==> src/rtl/machine_trap_ctrl_if.sv <==
// Trap controller bundle: decode fields, exception/interrupt sources,
// and the PC/flush/CSR-strobe controls returned to the core.
interface machine_trap_ctrl_if #(
    parameter int NUM_PLAT_IRQ = 4,
    parameter int CAUSE_W      = 5
);
    logic                    illegal_instr_in;
    logic                    misaligned_instr_in;
    logic                    misaligned_load_in;
    logic                    misaligned_store_in;
    logic [4:0]              opcode_6_to_2_in;
    logic [2:0]              funct3_in;
    logic [6:0]              funct7_in;
    logic [4:0]              rs1_adder_in;
    logic [4:0]              rs2_adder_in;
    logic [4:0]              rd_adder_in;
    logic                    mie_in;
    logic                    meie_in;
    logic                    mtie_in;
    logic                    msie_in;
    logic                    meip_in;
    logic                    mtip_in;
    logic                    msip_in;
    logic                    eirq_in;
    logic                    tirq_in;
    logic                    sirq_in;
    logic [NUM_PLAT_IRQ-1:0] plat_irq_in;
    logic [NUM_PLAT_IRQ-1:0] plat_irq_en_in;
    logic [1:0]              pc_src_out;
    logic                    flush_out;
    logic                    trap_taken_out;
    logic                    instruct_inc_out;
    logic                    set_epc_out;
    logic                    set_cause_out;
    logic                    mie_clear_out;
    logic                    mie_set_out;
    logic                    i_or_e_out;
    logic [CAUSE_W-1:0]      cause_out;
    logic                    misaligned_exception_out;

    modport master (
        output illegal_instr_in, misaligned_instr_in,
        output misaligned_load_in, misaligned_store_in,
        output opcode_6_to_2_in, funct3_in, funct7_in,
        output rs1_adder_in, rs2_adder_in, rd_adder_in,
        output mie_in, meie_in, mtie_in, msie_in,
        output meip_in, mtip_in, msip_in,
        output eirq_in, tirq_in, sirq_in,
        output plat_irq_in, plat_irq_en_in,
        input  pc_src_out, flush_out, trap_taken_out,
        input  instruct_inc_out, set_epc_out, set_cause_out,
        input  mie_clear_out, mie_set_out, i_or_e_out,
        input  cause_out, misaligned_exception_out
    );

    modport slave (
        input  illegal_instr_in, misaligned_instr_in,
        input  misaligned_load_in, misaligned_store_in,
        input  opcode_6_to_2_in, funct3_in, funct7_in,
        input  rs1_adder_in, rs2_adder_in, rd_adder_in,
        input  mie_in, meie_in, mtie_in, msie_in,
        input  meip_in, mtip_in, msip_in,
        input  eirq_in, tirq_in, sirq_in,
        input  plat_irq_in, plat_irq_en_in,
        output pc_src_out, flush_out, trap_taken_out,
        output instruct_inc_out, set_epc_out, set_cause_out,
        output mie_clear_out, mie_set_out, i_or_e_out,
        output cause_out, misaligned_exception_out
    );
endinterface

==> src/rtl/machine_trap_ctrl.sv <==
// Machine-mode trap controller: four-state trap FSM, interrupt/exception
// prioritisation and mcause generation for the RV32 core.
module machine_trap_ctrl #(
    parameter int NUM_PLAT_IRQ = 4,
    parameter int CAUSE_W      = 5,
    parameter int RESET_HOLD   = 2
) (
    input logic          clk_in,
    input logic          rst_in,
    machine_trap_ctrl_if.slave bus
);
    localparam int CNT_W = (RESET_HOLD > 1) ? $clog2(RESET_HOLD) : 1;

    typedef enum logic [1:0] {
        ST_RESET,
        ST_OPERATING,
        ST_TRAP_TAKEN,
        ST_TRAP_RETURN
    } state_t;

    state_t             state, state_nxt;
    logic [CNT_W-1:0]   cnt;
    logic               sys, ecall, ebreak, mret;
    logic               eip, sip, tip, ip, exc, trap_req;
    logic [NUM_PLAT_IRQ-1:0] pip;
    logic               ioe_q, ioe_nxt;
    logic [CAUSE_W-1:0] cause_q, cause_nxt, plat_code;
    logic               mis_q;
    logic [1:0]         pc_src;
    logic               flush, inc, tt, epc, setc, mclr, mset;

    assign sys = (bus.opcode_6_to_2_in == 5'b11100)
              && (bus.funct3_in == 3'd0)
              && (bus.rs1_adder_in == 5'd0)
              && (bus.rd_adder_in == 5'd0);
    assign ecall  = sys && (bus.rs2_adder_in == 5'd0)
                        && (bus.funct7_in == 7'd0);
    assign ebreak = sys && (bus.rs2_adder_in == 5'd1)
                        && (bus.funct7_in == 7'd0);
    assign mret   = sys && (bus.rs2_adder_in == 5'd2)
                        && (bus.funct7_in == 7'b0011000);

    assign eip = bus.meie_in & (bus.eirq_in | bus.meip_in);
    assign sip = bus.msie_in & (bus.sirq_in | bus.msip_in);
    assign tip = bus.mtie_in & (bus.tirq_in | bus.mtip_in);
    assign pip = bus.plat_irq_en_in & bus.plat_irq_in;
    assign ip  = eip | sip | tip | (|pip);
    assign exc = bus.illegal_instr_in | bus.misaligned_instr_in
               | bus.misaligned_load_in | bus.misaligned_store_in;
    assign trap_req = exc | (bus.mie_in & ip) | ecall | ebreak;

    // Descending scan so the lowest-index pending line wins
    always_comb begin
        plat_code = '0;
        for (int i = NUM_PLAT_IRQ - 1; i >= 0; i--) begin
            if (pip[i]) plat_code = CAUSE_W'(16 + i);
        end
    end

    always_comb begin
        ioe_nxt   = 1'b0;
        cause_nxt = '0;
        if (bus.mie_in && eip) begin
            ioe_nxt = 1'b1; cause_nxt = CAUSE_W'(11);
        end else if (bus.mie_in && sip) begin
            ioe_nxt = 1'b1; cause_nxt = CAUSE_W'(3);
        end else if (bus.mie_in && tip) begin
            ioe_nxt = 1'b1; cause_nxt = CAUSE_W'(7);
        end else if (bus.mie_in && (|pip)) begin
            ioe_nxt = 1'b1; cause_nxt = plat_code;
        end else if (bus.illegal_instr_in) begin
            cause_nxt = CAUSE_W'(2);
        end else if (bus.misaligned_instr_in) begin
            cause_nxt = CAUSE_W'(0);
        end else if (ecall) begin
            cause_nxt = CAUSE_W'(11);
        end else if (ebreak) begin
            cause_nxt = CAUSE_W'(3);
        end else if (bus.misaligned_store_in) begin
            cause_nxt = CAUSE_W'(6);
        end else if (bus.misaligned_load_in) begin
            cause_nxt = CAUSE_W'(4);
        end
    end

    always_comb begin
        state_nxt = state;
        pc_src = 2'b00;
        flush  = 1'b0;
        inc    = 1'b0;
        tt     = 1'b0;
        epc    = 1'b0;
        setc   = 1'b0;
        mclr   = 1'b0;
        mset   = 1'b0;
        unique case (state)
            ST_RESET: begin
                flush = 1'b1;
                if (cnt == '0) state_nxt = ST_OPERATING;
            end
            ST_OPERATING: begin
                pc_src = 2'b01;
                inc    = ~trap_req;
                tt     = trap_req;
                if (trap_req)  state_nxt = ST_TRAP_TAKEN;
                else if (mret) state_nxt = ST_TRAP_RETURN;
            end
            ST_TRAP_TAKEN: begin
                pc_src = 2'b10;
                flush  = 1'b1;
                epc    = 1'b1;
                setc   = 1'b1;
                mclr   = 1'b1;
                state_nxt = ST_OPERATING;
            end
            ST_TRAP_RETURN: begin
                pc_src = 2'b11;
                flush  = 1'b1;
                mset   = 1'b1;
                state_nxt = ST_OPERATING;
            end
            default: state_nxt = ST_RESET;
        endcase
    end

    always_ff @(posedge clk_in) begin
        if (rst_in) begin
            state   <= ST_RESET;
            cnt     <= CNT_W'(RESET_HOLD - 1);
            ioe_q   <= 1'b0;
            cause_q <= '0;
            mis_q   <= 1'b0;
        end else begin
            state <= state_nxt;
            if (state == ST_RESET && cnt != '0) cnt <= cnt - CNT_W'(1);
            if (state == ST_OPERATING && trap_req) begin
                ioe_q   <= ioe_nxt;
                cause_q <= cause_nxt;
            end
            mis_q <= bus.misaligned_instr_in | bus.misaligned_load_in
                   | bus.misaligned_store_in;
        end
    end

    assign bus.pc_src_out       = pc_src;
    assign bus.flush_out        = flush;
    assign bus.trap_taken_out   = tt;
    assign bus.instruct_inc_out = inc;
    assign bus.set_epc_out      = epc;
    assign bus.set_cause_out    = setc;
    assign bus.mie_clear_out    = mclr;
    assign bus.mie_set_out      = mset;
    assign bus.i_or_e_out       = ioe_q;
    assign bus.cause_out        = cause_q;
    assign bus.misaligned_exception_out = mis_q;
endmodule

==> src/flat_wrapper.sv <==
// flat-port wrapper written by rule: the top's interface ports become plain ports
module machine_trap_ctrl_flat 
#(
    parameter int NUM_PLAT_IRQ = 4,
    parameter int CAUSE_W      = 5,
    parameter int RESET_HOLD   = 2
)
  (clk_in, rst_in, bus_illegal_instr_in, bus_misaligned_instr_in, bus_misaligned_load_in, bus_misaligned_store_in, bus_opcode_6_to_2_in, bus_funct3_in, bus_funct7_in, bus_rs1_adder_in, bus_rs2_adder_in, bus_rd_adder_in, bus_mie_in, bus_meie_in, bus_mtie_in, bus_msie_in, bus_meip_in, bus_mtip_in, bus_msip_in, bus_eirq_in, bus_tirq_in, bus_sirq_in, bus_plat_irq_in, bus_plat_irq_en_in, bus_pc_src_out, bus_flush_out, bus_trap_taken_out, bus_instruct_inc_out, bus_set_epc_out, bus_set_cause_out, bus_mie_clear_out, bus_mie_set_out, bus_i_or_e_out, bus_cause_out, bus_misaligned_exception_out);
  machine_trap_ctrl_if #(.NUM_PLAT_IRQ(NUM_PLAT_IRQ), .CAUSE_W(CAUSE_W)) bus_i ();
  input logic clk_in;
  input logic rst_in;
  input wire logic [$bits(bus_i.illegal_instr_in)-1:0] bus_illegal_instr_in;
  input wire logic [$bits(bus_i.misaligned_instr_in)-1:0] bus_misaligned_instr_in;
  input wire logic [$bits(bus_i.misaligned_load_in)-1:0] bus_misaligned_load_in;
  input wire logic [$bits(bus_i.misaligned_store_in)-1:0] bus_misaligned_store_in;
  input wire logic [$bits(bus_i.opcode_6_to_2_in)-1:0] bus_opcode_6_to_2_in;
  input wire logic [$bits(bus_i.funct3_in)-1:0] bus_funct3_in;
  input wire logic [$bits(bus_i.funct7_in)-1:0] bus_funct7_in;
  input wire logic [$bits(bus_i.rs1_adder_in)-1:0] bus_rs1_adder_in;
  input wire logic [$bits(bus_i.rs2_adder_in)-1:0] bus_rs2_adder_in;
  input wire logic [$bits(bus_i.rd_adder_in)-1:0] bus_rd_adder_in;
  input wire logic [$bits(bus_i.mie_in)-1:0] bus_mie_in;
  input wire logic [$bits(bus_i.meie_in)-1:0] bus_meie_in;
  input wire logic [$bits(bus_i.mtie_in)-1:0] bus_mtie_in;
  input wire logic [$bits(bus_i.msie_in)-1:0] bus_msie_in;
  input wire logic [$bits(bus_i.meip_in)-1:0] bus_meip_in;
  input wire logic [$bits(bus_i.mtip_in)-1:0] bus_mtip_in;
  input wire logic [$bits(bus_i.msip_in)-1:0] bus_msip_in;
  input wire logic [$bits(bus_i.eirq_in)-1:0] bus_eirq_in;
  input wire logic [$bits(bus_i.tirq_in)-1:0] bus_tirq_in;
  input wire logic [$bits(bus_i.sirq_in)-1:0] bus_sirq_in;
  input wire logic [$bits(bus_i.plat_irq_in)-1:0] bus_plat_irq_in;
  input wire logic [$bits(bus_i.plat_irq_en_in)-1:0] bus_plat_irq_en_in;
  output wire logic [$bits(bus_i.pc_src_out)-1:0] bus_pc_src_out;
  output wire logic [$bits(bus_i.flush_out)-1:0] bus_flush_out;
  output wire logic [$bits(bus_i.trap_taken_out)-1:0] bus_trap_taken_out;
  output wire logic [$bits(bus_i.instruct_inc_out)-1:0] bus_instruct_inc_out;
  output wire logic [$bits(bus_i.set_epc_out)-1:0] bus_set_epc_out;
  output wire logic [$bits(bus_i.set_cause_out)-1:0] bus_set_cause_out;
  output wire logic [$bits(bus_i.mie_clear_out)-1:0] bus_mie_clear_out;
  output wire logic [$bits(bus_i.mie_set_out)-1:0] bus_mie_set_out;
  output wire logic [$bits(bus_i.i_or_e_out)-1:0] bus_i_or_e_out;
  output wire logic [$bits(bus_i.cause_out)-1:0] bus_cause_out;
  output wire logic [$bits(bus_i.misaligned_exception_out)-1:0] bus_misaligned_exception_out;
  assign bus_i.illegal_instr_in = bus_illegal_instr_in;
  assign bus_i.misaligned_instr_in = bus_misaligned_instr_in;
  assign bus_i.misaligned_load_in = bus_misaligned_load_in;
  assign bus_i.misaligned_store_in = bus_misaligned_store_in;
  assign bus_i.opcode_6_to_2_in = bus_opcode_6_to_2_in;
  assign bus_i.funct3_in = bus_funct3_in;
  assign bus_i.funct7_in = bus_funct7_in;
  assign bus_i.rs1_adder_in = bus_rs1_adder_in;
  assign bus_i.rs2_adder_in = bus_rs2_adder_in;
  assign bus_i.rd_adder_in = bus_rd_adder_in;
  assign bus_i.mie_in = bus_mie_in;
  assign bus_i.meie_in = bus_meie_in;
  assign bus_i.mtie_in = bus_mtie_in;
  assign bus_i.msie_in = bus_msie_in;
  assign bus_i.meip_in = bus_meip_in;
  assign bus_i.mtip_in = bus_mtip_in;
  assign bus_i.msip_in = bus_msip_in;
  assign bus_i.eirq_in = bus_eirq_in;
  assign bus_i.tirq_in = bus_tirq_in;
  assign bus_i.sirq_in = bus_sirq_in;
  assign bus_i.plat_irq_in = bus_plat_irq_in;
  assign bus_i.plat_irq_en_in = bus_plat_irq_en_in;
  assign bus_pc_src_out = bus_i.pc_src_out;
  assign bus_flush_out = bus_i.flush_out;
  assign bus_trap_taken_out = bus_i.trap_taken_out;
  assign bus_instruct_inc_out = bus_i.instruct_inc_out;
  assign bus_set_epc_out = bus_i.set_epc_out;
  assign bus_set_cause_out = bus_i.set_cause_out;
  assign bus_mie_clear_out = bus_i.mie_clear_out;
  assign bus_mie_set_out = bus_i.mie_set_out;
  assign bus_i_or_e_out = bus_i.i_or_e_out;
  assign bus_cause_out = bus_i.cause_out;
  assign bus_misaligned_exception_out = bus_i.misaligned_exception_out;
  machine_trap_ctrl #(.NUM_PLAT_IRQ(NUM_PLAT_IRQ), .CAUSE_W(CAUSE_W), .RESET_HOLD(RESET_HOLD)) u_core (.clk_in(clk_in), .rst_in(rst_in), .bus(bus_i));
endmodule
==> config.mk <==
export PLATFORM = sky130hd
export DESIGN_NAME = machine_trap_ctrl_flat
export DESIGN_NICKNAME = d
export VERILOG_FILES = /design/src/rtl/machine_trap_ctrl_if.sv /design/src/rtl/machine_trap_ctrl.sv /design/src/flat_wrapper.sv
export SDC_FILE = /design/constraint.sdc
export NUM_CORES = 1
export LEC_CHECK = 0
export ABC_AREA = 1
export BUFFER_PORTS_ARGS = -buffer_cell sky130_fd_sc_hd__buf_4
export CAP_MARGIN = 20
export CORE_AREA = 2 2 49 51
export CTS_CLUSTER_SIZE = 20
export DETAILED_ROUTE_END_ITERATION = 7
export DIE_AREA = 0 0 51 53
export PLACE_DENSITY = 0.79
export SYNTH_ARGS = -nofsm -noshare
export SYNTH_HDL_FRONTEND = slang
export SYNTH_SLANG_ARGS = --single-unit
==> constraint.sdc <==
create_clock -name clk_in -period 2.52 [get_ports clk_in]
set_clock_uncertainty 0.1 [all_clocks]
set_input_delay 0.504 -clock clk_in [delete_from_list [all_inputs] [get_ports clk_in]]
set_output_delay 0.504 -clock clk_in [all_outputs]
set_load 0.005 [all_outputs]
==> impl_metrics.csv <==
group,metric,value,unit
status,status,"finished, final reports clean",
synthesis,ys_top_cells_by_count,"39 x nand2_1, 33 x nor2_1, 22 x inv_1",
die,die-area,0.002703,mm²
synthesis,synth.area.mux_share,0,%
global_routing,grt_pass1_wl,3608,µm
clock_tree,cts_resized,0,
worst_setup_path,cp_top_family,"simple AND/OR/NAND/NOR gates",
global_routing,grt_max_degree,11,
routing,ant_nets,0,
synthesis,ys_warn_count,0,
clock_tree,clk_latency,260,ps
worst_setup_path,crit_path_frequent_cell,"nand2_1",
timing,finalWorstPathRequiredPeriod,2153,ps
synthesis,ys_async_sr_fraction,0,%
layout,syn_to_final_growth,66.32,%
routing,wire_per_inst,8.762,µm
worst_setup_path,max_stage_delay,180,ps
timing,fin_crit_sh,85.42,%
worst_hold_path,worstHoldStart,"rst_in",
worst_setup_path,reg2reg_to,"u_core.bus.i_or_e_out",
worst_setup_path,cp.arrival,1550,ps
placement,place_congestion,0.8491,
timing,relSlewSlack,75.78,%
global_routing,overflow,0,
clock_tree,clockBufferDepth,2,
clock_tree,tritoncts,"built",
worst_hold_path,min_path_cells,2,
synthesis,yosys.area.top_type,"dfxtp_1",
routing,routed_wl,2208,µm
global_routing,grt_pass1_vias,971,
layout,finalInstanceArea,0.001421,mm²
worst_setup_path,critical_path_class,"in2out",
worst_setup_path,critPathBufInv,3,
routing,drcViolationCount,0,
pwr,peakVddDrop,496.8,µV
synthesis,synth_simple_gate_area_share,53.15,%
clock_tree,htreeDepth,1,
global_routing,top_usage_layer,"met2",
clock_tree,cts_hold_buf,0,
routing,vias_per_cell,4.480,
synthesis,synthMostInstantiatedCell,"nand2_1",
worst_setup_path,start_kind,"primary input",
worst_setup_path,r2r-start,"u_core.state[0]",
worst_setup_path,ff2ff_path_depth,7,
worst_setup_path,crit_chain,"buf_4 -> nand2_1 -> nand2_1 -> nor2_2 -> nand2_1 -> a21oi_2 -> nand2_2 -> nand2_4 -> inv_4 -> buf_4",
clock_tree,root_buffer,"clkbuf_4",
routing,drt_iter0_markers,7,
synthesis,synth_compound_area_share,9.078,%
timing,hold_violations,0,
routing,num_vias,1129,
worst_setup_path,slowest_stage,"a21oi_2",
worst_setup_path,end_kind,"output port",
global_routing,grt_use_met1,17.26,%
timing,slew_viol_final,0,
placement,dpl.hpwl,1948,µm
timing,timing.fmax,464.5,MHz
synthesis,netlist.area_leader.share,23.43,%
synthesis,syn_area,854.6,µm²
global_routing,antenna_found_initial,0,
synthesis,synthCells,155,
routing,drtPass1Iterations,4,
timing,setup_viol,0,
clock_tree,clkTransAtPathRegs,60,ps
worst_setup_path,crit_fanout,10,
worst_hold_path,holdPathEnd,"u_core.bus.cause_out[4]",
die,die_x,51,µm
layout,drive_above_1_share,41.52,%
worst_setup_path,crit_required,1920,ps
timing,rsz0062_at_grt,"false",
clock_tree,cts_buffers,3,
synthesis,synth_cell_types,23,
synthesis,syn-num-nets,209,
clock_tree,cts_setup_buffers,0,
synthesis,synth_area_leaders,"dfxtp_1 23%, nand2_1 17%, nor2_1 14%, inv_1 9.7%, nand2_2 4.4%",
die,start_util,39.78,%
clock_tree,clkSinkCount,10,
synthesis,yosysSeqAreaShare,23.43,%
die,rows,17,
synthesis,synth_edf_count,0,
placement,placed_area,0.001385,mm²
global_routing,grt_usage,16.94,%
pwr,powerDensity,413.9,mW/mm²
worst_hold_path,hold_class,"in2reg",
global_routing,gr-usage-met3,4.802,%
synthesis,synth_top_flop_cell,"dfxtp_1",
layout,antenna_cells,0,
timing,setup_tns,0,ps
worst_setup_path,reg2reg_setup_slack,1170,ps
global_routing,use_met2,34.42,%
die,core_area,0.002148,mm²
layout,nNetsFinal,279,
pwr,leakagePower,0.7901,nW
die,boundaryPins,70,
synthesis,syn_area_per_cell,5.513,µm²
placement,portBuffers,69,
timing,worst_slew_pin_slew,361.9,ps
synthesis,synth-adder-area-share,0,%
synthesis,ys_seq_elements,10,
flow_run,drv_cap,0,
die,die-height,53,µm
synthesis,synth_top_family_by_area,"simple AND/OR/NAND/NOR gates",
pwr,p_total,0.0005883,W
synthesis,synth-xor-area-share,0,%
layout,n_fill_cell,208,
layout make-up:
cell class | count | area [µm²] | share of cell area, %
multi-input combinational | 115 | 531.8 | 37.41
inverter | 26 | 100.1 | 7.042
timing repair buffer | 69 | 518.0 | 36.44
tap | 28 | 35.03 | 2.465
sequential | 10 | 200.2 | 14.08
clock buffer | 4 | 36.28 | 2.553
worst max-delay path by stage:
stage	from	end	depth (start not counted)
2_1_floorplan	bus_misaligned_load_in	bus_trap_taken_out	7
3_3_place_gp	bus_misaligned_load_in	bus_trap_taken_out	9
3_5_place_dp	bus_msip_in	bus_trap_taken_out	10
4_1_cts	bus_msip_in	bus_trap_taken_out	10
5_1_grt	bus_plat_irq_en_in[1]	bus_trap_taken_out	10
6_report	bus_plat_irq_en_in[1]	bus_trap_taken_out	10
routing by layer:
layer | up-vias | share of wire (%)
li1 | 606 | -
met1 | 476 | 40
met2 | 47 | 50
met3 | 0 | 10
met4 | 0 | 0
met5 | - | 0
where the power goes:
part | internal [W] | switching (W) | total (W)
clock | 0.0000877 | 0.0000527 | 0.000140
combinational | 0.000136 | 0.000115 | 0.000251
sequential | 0.000183 | 0.0000136 | 0.000197
state kept, by name (all words and copies together), names as in the netlist:
signal,cells
u_core.cnt,1
u_core.state,2
u_core.bus.cause_out,5
u_core.bus.i_or_e_out,1
u_core.bus.misaligned_exception_out,1
per-stage QoR:
| stage | hold WS, ps | util, % | setup WS (ps) | std cells |
|---|---|---|---|---|
| detailed placement | 336.7 | 64.47 | 373.2 | 248 |
| global placement | 333.0 | 64.47 | 404.0 | 248 |
| floorplan | 319.5 | - | 692.2 | 155 |
| global route | 308.2 | 66.16 | 236.2 | 252 |
| CTS | 308.0 | 66.16 | 370.9 | 252 |
| finish | 313.8 | 66.16 | 367.4 | 252 |
worst register-to-register path: stages, from the launching register on:
cell     delay (ps)
dfxtp_1         370
inv_1            70
nor2_1          290
nand2_4         150
inv_4           100
nand2_1          50
nand2_1          80
nor2_2           30
cells in the final DEF, fill, tap and decap left out, drive strengths merged:
cell and n:
a21oi 9, nand3 7, nor3 5, clkbuf 4, and2 1, or2 1
o21ai 3, a31oi 1, nand2 46, nor2 39, buf 69, nand3b 1
dfxtp 10, nand4 2, inv 26
kinds of logic after synthesis:
| family | count (synthesis) |
|---|---|
| and+or+nand+nor | 102 |
| buffers and inverters | 30 |
| AOI/OAI and AO/OA | 13 |
| DFF | 10 |
(Power assumes the default switching activity.)
